## src/rtl/m2_sched_pkg.sv

```systemverilog
// Shared types and constants for the milestone-2 IDCT block scheduler.
package m2_sched_pkg;

   typedef enum logic [2:0] {
      S_M2_IDLE,
      S_M2_LEAD_FS,
      S_M2_LEAD_CT,
      S_M2_CS_FS,
      S_M2_CT_WS,
      S_M2_LO_CS,
      S_M2_LO_WS,
      S_M2_DONE
   } m2_sched_state_type;

   localparam int Y_BLOCKS       = 1200;
   localparam int UV_BLOCKS      = 600;
   localparam int NUM_BLOCKS_DEF = Y_BLOCKS + 2 * UV_BLOCKS;

endpackage

```

## src/rtl/m2_done_latch.sv

```systemverilog
// Sticky capture of one engine's done; ignores done while guard is high, clear wins over set.
module m2_done_latch (
   input  logic CLOCK_50_I,
   input  logic Resetn,
   input  logic clear,
   input  logic guard,
   input  logic done,
   output logic flag
);

   always_ff @(posedge CLOCK_50_I) begin
      if (!Resetn)
         flag <= 1'b0;
      else if (clear)
         flag <= 1'b0;
      else if (done && !guard)
         flag <= 1'b1;
   end

endmodule

```

## src/rtl/m2_block_scheduler.sv

```systemverilog
// Two-stage overlapped FS/CT/CS/WS sequencer for all IDCT blocks, owning the SRAM port.
// Optional stall counter built only when M2_SCHED_PERF_EN is defined.
//
// state   | meaning
// IDLE    | waiting for m2_start
// LEAD_FS | fetch block 0
// LEAD_CT | compute T of block 0
// CS_FS   | compute S of block n, fetch block n+1
// CT_WS   | compute T of block n+1, write S of block n
// LO_CS   | compute S of last block
// LO_WS   | write S of last block
// DONE    | one-cycle m2_done
module m2_block_scheduler
   import m2_sched_pkg::*;
#(
   parameter int NUM_BLOCKS = NUM_BLOCKS_DEF
) (
   input  logic        CLOCK_50_I,
   input  logic        Resetn,
   input  logic        m2_start,
   output logic        m2_done,
   output logic        fs_start,
   output logic        ct_start,
   output logic        cs_start,
   output logic        ws_start,
   input  logic        fs_done,
   input  logic        ct_done,
   input  logic        cs_done,
   input  logic        ws_done,
   input  logic [17:0] fs_sram_address,
   input  logic [17:0] ws_sram_address,
   input  logic [15:0] ws_sram_write_data,
   input  logic        ws_sram_we_n,
   output logic [17:0] SRAM_address,
   output logic [15:0] SRAM_write_data,
   output logic        SRAM_we_n,
   output logic [11:0] block_count,
   output logic [31:0] perf_stall_cycles
);

   m2_sched_state_type state;
   logic entry;
   logic fs_act, ct_act, cs_act, ws_act;
   logic fs_flag, ct_flag, cs_flag, ws_flag;
   logic all_set, leave, fs_rise;

   assign fs_act = (state == S_M2_LEAD_FS) || (state == S_M2_CS_FS);
   assign ct_act = (state == S_M2_LEAD_CT) || (state == S_M2_CT_WS);
   assign cs_act = (state == S_M2_CS_FS)   || (state == S_M2_LO_CS);
   assign ws_act = (state == S_M2_CT_WS)   || (state == S_M2_LO_WS);

   assign all_set = (!fs_act || fs_flag) && (!ct_act || ct_flag) &&
                    (!cs_act || cs_flag) && (!ws_act || ws_flag);
   assign leave   = (fs_act || ct_act || cs_act || ws_act) && all_set;
   assign fs_rise = fs_act && fs_done && !entry && !fs_flag;

   m2_done_latch u_fs_latch (.CLOCK_50_I(CLOCK_50_I), .Resetn(Resetn), .clear(leave),
                             .guard(entry), .done(fs_done && fs_act), .flag(fs_flag));
   m2_done_latch u_ct_latch (.CLOCK_50_I(CLOCK_50_I), .Resetn(Resetn), .clear(leave),
                             .guard(entry), .done(ct_done && ct_act), .flag(ct_flag));
   m2_done_latch u_cs_latch (.CLOCK_50_I(CLOCK_50_I), .Resetn(Resetn), .clear(leave),
                             .guard(entry), .done(cs_done && cs_act), .flag(cs_flag));
   m2_done_latch u_ws_latch (.CLOCK_50_I(CLOCK_50_I), .Resetn(Resetn), .clear(leave),
                             .guard(entry), .done(ws_done && ws_act), .flag(ws_flag));

   always_ff @(posedge CLOCK_50_I) begin
      if (!Resetn) begin
         state       <= S_M2_IDLE;
         entry       <= 1'b0;
         fs_start    <= 1'b0;
         ct_start    <= 1'b0;
         cs_start    <= 1'b0;
         ws_start    <= 1'b0;
         m2_done     <= 1'b0;
         block_count <= '0;
      end else begin
         entry    <= 1'b0;
         fs_start <= 1'b0;
         ct_start <= 1'b0;
         cs_start <= 1'b0;
         ws_start <= 1'b0;
         m2_done  <= 1'b0;
         if (fs_rise)
            block_count <= block_count + 12'd1;
         case (state)
            S_M2_IDLE: if (m2_start) begin
               state       <= S_M2_LEAD_FS;
               entry       <= 1'b1;
               fs_start    <= 1'b1;
               block_count <= '0;
            end
            S_M2_LEAD_FS: if (leave) begin
               state    <= S_M2_LEAD_CT;
               entry    <= 1'b1;
               ct_start <= 1'b1;
            end
            S_M2_LEAD_CT: if (leave) begin
               entry    <= 1'b1;
               cs_start <= 1'b1;
               if (NUM_BLOCKS == 1) begin
                  state <= S_M2_LO_CS;
               end else begin
                  state    <= S_M2_CS_FS;
                  fs_start <= 1'b1;
               end
            end
            S_M2_CS_FS: if (leave) begin
               state    <= S_M2_CT_WS;
               entry    <= 1'b1;
               ct_start <= 1'b1;
               ws_start <= 1'b1;
            end
            // the fetch of the last block already happened in the preceding CS_FS
            S_M2_CT_WS: if (leave) begin
               entry    <= 1'b1;
               cs_start <= 1'b1;
               if (block_count == 12'(NUM_BLOCKS)) begin
                  state <= S_M2_LO_CS;
               end else begin
                  state    <= S_M2_CS_FS;
                  fs_start <= 1'b1;
               end
            end
            S_M2_LO_CS: if (leave) begin
               state    <= S_M2_LO_WS;
               entry    <= 1'b1;
               ws_start <= 1'b1;
            end
            S_M2_LO_WS: if (leave) begin
               state   <= S_M2_DONE;
               m2_done <= 1'b1;
            end
            S_M2_DONE: state <= S_M2_IDLE;
            default:   state <= S_M2_IDLE;
         endcase
      end
   end

   always_comb begin
      SRAM_address    = '0;
      SRAM_write_data = '0;
      SRAM_we_n       = 1'b1;
      case (state)
         S_M2_LEAD_FS, S_M2_CS_FS: SRAM_address = fs_sram_address;
         S_M2_CT_WS, S_M2_LO_WS: begin
            SRAM_address    = ws_sram_address;
            SRAM_write_data = ws_sram_write_data;
            SRAM_we_n       = ws_sram_we_n;
         end
         default: ;
      endcase
   end

`ifdef M2_SCHED_PERF_EN
   logic [31:0] perf_q;
   logic        stall;

   // one engine of the overlapped pair finished, the other still running
   assign stall = ((state == S_M2_CS_FS) && (cs_flag ^ fs_flag)) ||
                  ((state == S_M2_CT_WS) && (ct_flag ^ ws_flag));

   always_ff @(posedge CLOCK_50_I) begin
      if (!Resetn)
         perf_q <= '0;
      else if ((state == S_M2_IDLE) && m2_start)
         perf_q <= '0;
      else if (stall && (perf_q != 32'hFFFF_FFFF))
         perf_q <= perf_q + 32'd1;
   end

   assign perf_stall_cycles = perf_q;
`else
   assign perf_stall_cycles = '0;
`endif

endmodule

```

## config.mk

```make
export PLATFORM = sky130hd
export DESIGN_NAME = m2_block_scheduler
export DESIGN_NICKNAME = d
export VERILOG_FILES = /design/src/rtl/m2_sched_pkg.sv /design/src/rtl/m2_done_latch.sv /design/src/rtl/m2_block_scheduler.sv
export SDC_FILE = /design/constraint.sdc
export NUM_CORES = 1
export LEC_CHECK = 0
export ABC_AREA = 1
export BUFFER_PORTS_ARGS = -buffer_cell sky130_fd_sc_hd__buf_2
export CORE_MARGIN = 5
export CORE_UTILIZATION = 36
export DETAILED_ROUTE_END_ITERATION = 10
export GPL_ROUTABILITY_DRIVEN = 0
export PLACE_DENSITY = 0.88
export SLEW_MARGIN = 20
export SYNTH_ARGS = -nofsm -noshare
export SYNTH_HDL_FRONTEND = slang
export SYNTH_SLANG_ARGS = --single-unit
```

## constraint.sdc

```tcl
create_clock -name CLOCK_50_I -period 1.4 [get_ports CLOCK_50_I]
set_clock_uncertainty 0.05 [all_clocks]
set_input_delay 0.28 -clock CLOCK_50_I [delete_from_list [all_inputs] [get_ports CLOCK_50_I]]
set_output_delay 0.28 -clock CLOCK_50_I [all_outputs]
set_load 0.005 [all_outputs]
```

Word level (Yosys, flattened, before mapping)
Cells that the tools add are included.

Register bits: 25. Input port bits: 60. Word-level logic and storage cells: 92.

Add/subtract/negate cells: 1. Equality and inequality tests: 15. Mux-type cells: 21. Bitwise gates (word level): 1. Reductions and logical operators: 42.

Operators by type and width (count): two-way mux 12 bit (3); one-hot mux 18 bit (2 select lines) (1); two-way mux 3 bit (8); one-hot mux 3 bit (8 select lines) (1); two-way mux 16 bit (1); inequality test 2 bit, second input constant (7); logical AND 1 bit (13); adder 12 x 1 -> 12 bit, second input constant (1); equality test 12 bit, second input constant (1); equality test 3 bit, second input constant (4); logical OR 1 bit (11); OR reduction 2 bit (5); AND reduction 2 bit (4); AND reduction 7 bit (1); equality test 3 x 2 -> 1 bit, second input constant (2); logical NOT 1 bit (6); two-way mux 1 bit (5); OR reduction 5 bit (1); equality test 3 x 1 -> 1 bit, second input constant (1); logical NOT 3 bit (1); one-hot mux 1 bit (3 select lines) (1); one-hot mux 1 bit (2 select lines) (1); inverter 1 bit (1).

Logic depth before layout (Yosys ltp)
Word-level depth: 10. Gate-level depth with buffers: 11. Gate-level depth less buffers: 10.

By module
Synthesis repeated with hierarchy kept, for this count alone.

Cells, all modules: 300. Area total of the unflattened synthesis: 1966.9 sq um.

Modules (own cells, without submodules): m2_block_scheduler (times used 1, cells an instance 272, area each 1776.7 sq um); m2_done_latch (times used 4, cells an instance 7, area each 47.5 sq um).

Worst setup path before layout
OpenSTA, ideal clock, no wires.

Path type: reg-to-output. Start point: reg state[0]. End point: out SRAM_address[10]. Arrival time: 1.169 ns. Required time: 1.070 ns. Path slack: -0.099 ns. Stages on the path, launching flop included: 8. Path buffers: 3. Path through: dfxtp_1 -> buf_6 -> inv_6 -> nand2_2 -> inv_2 -> buf_2 -> buf_2 -> a22o_1.

Longest elaborated chain between the ends: 3. Elaborated cells on any way between the ends: 7. Those cells by class: 4 x eq/ne; 1 x mux; 2 x reduce/logical.

RTL lines: from (decl) (RTL line m2_block_scheduler.sv:41) `m2_sched_state_type state;`; from (signal assigned) (RTL line m2_block_scheduler.sv:68) `state <= S_M2_IDLE;`; from (signal assigned) (RTL line m2_block_scheduler.sv:87) `state <= S_M2_LEAD_FS;`; from (signal assigned) (RTL line m2_block_scheduler.sv:93) `state <= S_M2_LEAD_CT;`; equality test 3 bit (tied with other cells) (RTL line m2_block_scheduler.sv:143) `case (state)`; OR reduction 2 bit, on equally long branches; one-hot mux 18 bit (2 select lines) * (RTL line m2_block_scheduler.sv:143); to (decl) (RTL line m2_block_scheduler.sv:34) `output logic [17:0] SRAM_address,`.

Mark *: on every way between the ends. The rest lies on a longest branch, timed or not.

Worst setup path after layout
Start point: reg state[2]. End point: out SRAM_address[16].

The elaborated chain is that of the path after synthesis.

==> metrics.txt <==
Post-DP Area=2510 sq um; status=finished, violations left; starting density of the core=36.8%; Comb power frac=59.9%; Total Power=3.25 mW; GRT Total Usage=17.3%; synthesis-to-finish area growth=56.6%; Final period util=117%; Max H-tree Level=1; drc violations=0; WL final=6750 microns; max FFs per register=12; row cnt=26; synth warn=0; Slew Limit Fails=0; die width=81.8 microns; failing checks=negative setup slack; Critical Path Fanout Max=5; vias in the first global route=2,035; most frequent cells in the layout=110 x buf_2, 40 x inv_1, 38 x nor2_1; RSZ-0062 raised after global routing=true; Setup crit start kind=flip-flop; CTS Sinks=25; Setup TNS Final=-7.53 ns; Worst Path Required=1.07 ns; first-pass GRT wire length=9000 microns; number of I/O pins=144; commonest non-fill, non-tap cell in the layout=buf_2; Leak=1.62 nW; Final Core Density=57.6%; Max Root-Sink Buffers=2; endpoint class of the critical path=primary output; Flop pwr share=27.0%; Root Buffer=clkbuf_8; Cells after DPL=471; clock transition at the registers of the reported paths=0.09 ns; Final ANT Viol Nets=0; fin crit period=1.64 ns; maximum vdd drop=0.594 mV; Clock Latency Late Sink=0.27 ns; hold crit path type=input port to flip-flop; cell count after synthesis=276; initial antenna violation count=2; core footprint=5040 sq um; total CTS buffers=3; Top Registers=block_count (12), state (3); critical path class=flip-flop to primary output; DR iter-0 viols=123; largest reg by FF count=block_count; Worst Hold Path Cells=3; syn avg cell area=6.72 sq um; FF-to-FF path depth=7; fmax=611 MHz; CP arrival=1.31 ns; Wirelength per Cell=13.8 microns; post-synthesis register bit count=25; Setup WS pre-CTS=-0.115 ns; worst setup margin=-0.236 ns; vias=2,254; Sw Ratio=41.2%; Power per Cell Area=1120 nW/um^2; proportion of layout cells with a drive suffix above 1=48.2%; Distinct cells, synth=32; Vias per Instance=4.61; Die Span Y=81.8 microns; largest net degree at the start of global routing=19; mapped cell area=1860 sq um; final HPWL from detailed placement=4990 microns; final setup vio count=56; grt ovf=0; Seq/Total Area, Yosys=27.0%; CTS tree=yes; Maximum Capacitance Violations=0; Post-Layout Cell Count=489; number of hold violations in the final report=0; post-route cell area=2910 sq um; DRT Pass-1 Iters=4; layout net count=480; hold slack=0.228 ns; Port Buffers=111; NetSw=1.34 mW; internal power=1.91 mW; die area=6690 sq um; Clk pwr share=13.1%
==> metal layers <==
| metal | wire length (microns) | GRT usage [%] | up-vias | part of all wire (%) |
|---|---|---|---|---|
| li1 | - | - | 1101 | - |
| met1 | 2270 | 17.4 | 1010 | 34 |
| met2 | 3680 | 34.5 | 127 | 54 |
| met3 | 579 | 1.86 | 16 | 8.6 |
| met4 | 221 | 8.97 | 0 | 3.3 |
| met5 | 0 | 0 | - | 0 |
==> cells in the mapped netlist <==
cell type,instances,area (sq um)
or2_2,1,6.26
o21a_1,1,7.51
nand3b_1,2,15.0
nor2_8,1,20.0
buf_2,2,10.0
buf_1,2,7.51
a22o_1,18,158
nor3_2,1,10.0
nand3_1,13,65.1
inv_1,44,165
clkinv_2,1,5.00
nor2_4,2,22.5
nand4_2,1,12.5
dfxtp_1,25,500
conb_1,1,3.75
nand2_1,35,131
a211oi_1,1,7.51
nand2_4,1,11.3
inv_6,1,8.76
buf_4,32,240
nand3_4,1,17.5
buf_6,2,22.5
nand4_1,7,43.8
nor2_1,48,180
o21ai_0,5,25.0
o21ai_1,4,20.0
nor2_2,1,6.26
nand2_2,3,18.8
a21oi_1,14,70.1
inv_2,1,3.75
nor3_1,3,15.0
ha_1,2,25.0
==> worst max-delay path: stages (launching register included) <==
cell	delay, ns
dfxtp_2	0.34
buf_6	0.11
nand2_4	0.08
inv_6	0.05
clkbuf_16	0.15
a22o_1	0.18
buf_2	0.12
==> cell families after synthesis <==
kind of cell | count (synthesis) | synth area share (%)
AOI/OAI and AO/OA | 43 | 15.5
DFF | 25 | 27.0
buffers and inverters | 85 | 24.9
other | 1 | 0.202
adders and majority gates | 2 | 1.35
and+or+nand+nor | 120 | 31.0
==> worst paths after layout <==
path / from / end / slack [ns]
hold / removal: ws_done / u_ws_latch.flag / 0.23
hold reg to reg: u_cs_latch.flag / u_cs_latch.flag / 0.42
setup reg to reg: state[2] / state[2] / -0.21
setup / recovery: state[2] / SRAM_address[16] / -0.24
==> area by class of cell <==
type,count,area (sq um)
timing repair buffer,144,905
inverter,47,201
antenna,2,5.00
clock buffer,3,41.3
multi-input combinational,197,1150
clock inverter,1,5.00
sequential,25,507
fill,469,2140
tap,70,87.6
==> power by group through the flow <==
| stage | Combinational (mW) | Clock [mW] | Sequential (mW) |
|---|---|---|---|
| 3_3_place_gp | 1.36 | 0 | 0.871 |
| 4_1_cts | 1.65 | 0.443 | 0.866 |
| 3_5_place_dp | 1.38 | 0 | 0.875 |
| 2_1_floorplan | 0.934 | 0 | 0.847 |
| 6_report | 1.95 | 0.426 | 0.877 |
| 5_1_grt | 2.11 | 0.472 | 0.884 |
==> repair_timing <==
item | in CTS | in global routing
buffers inserted | 6 | 3
pin swaps | 15 | 11
endpoints found under the setup margin | 57 | 60
hold endpoints to repair | 0 | 0
hold buffers | 0 | 0
gates cloned | 0 | 4
gates resized for setup | 40 | 25
Note: power is estimated with default switching activity, not from simulation.
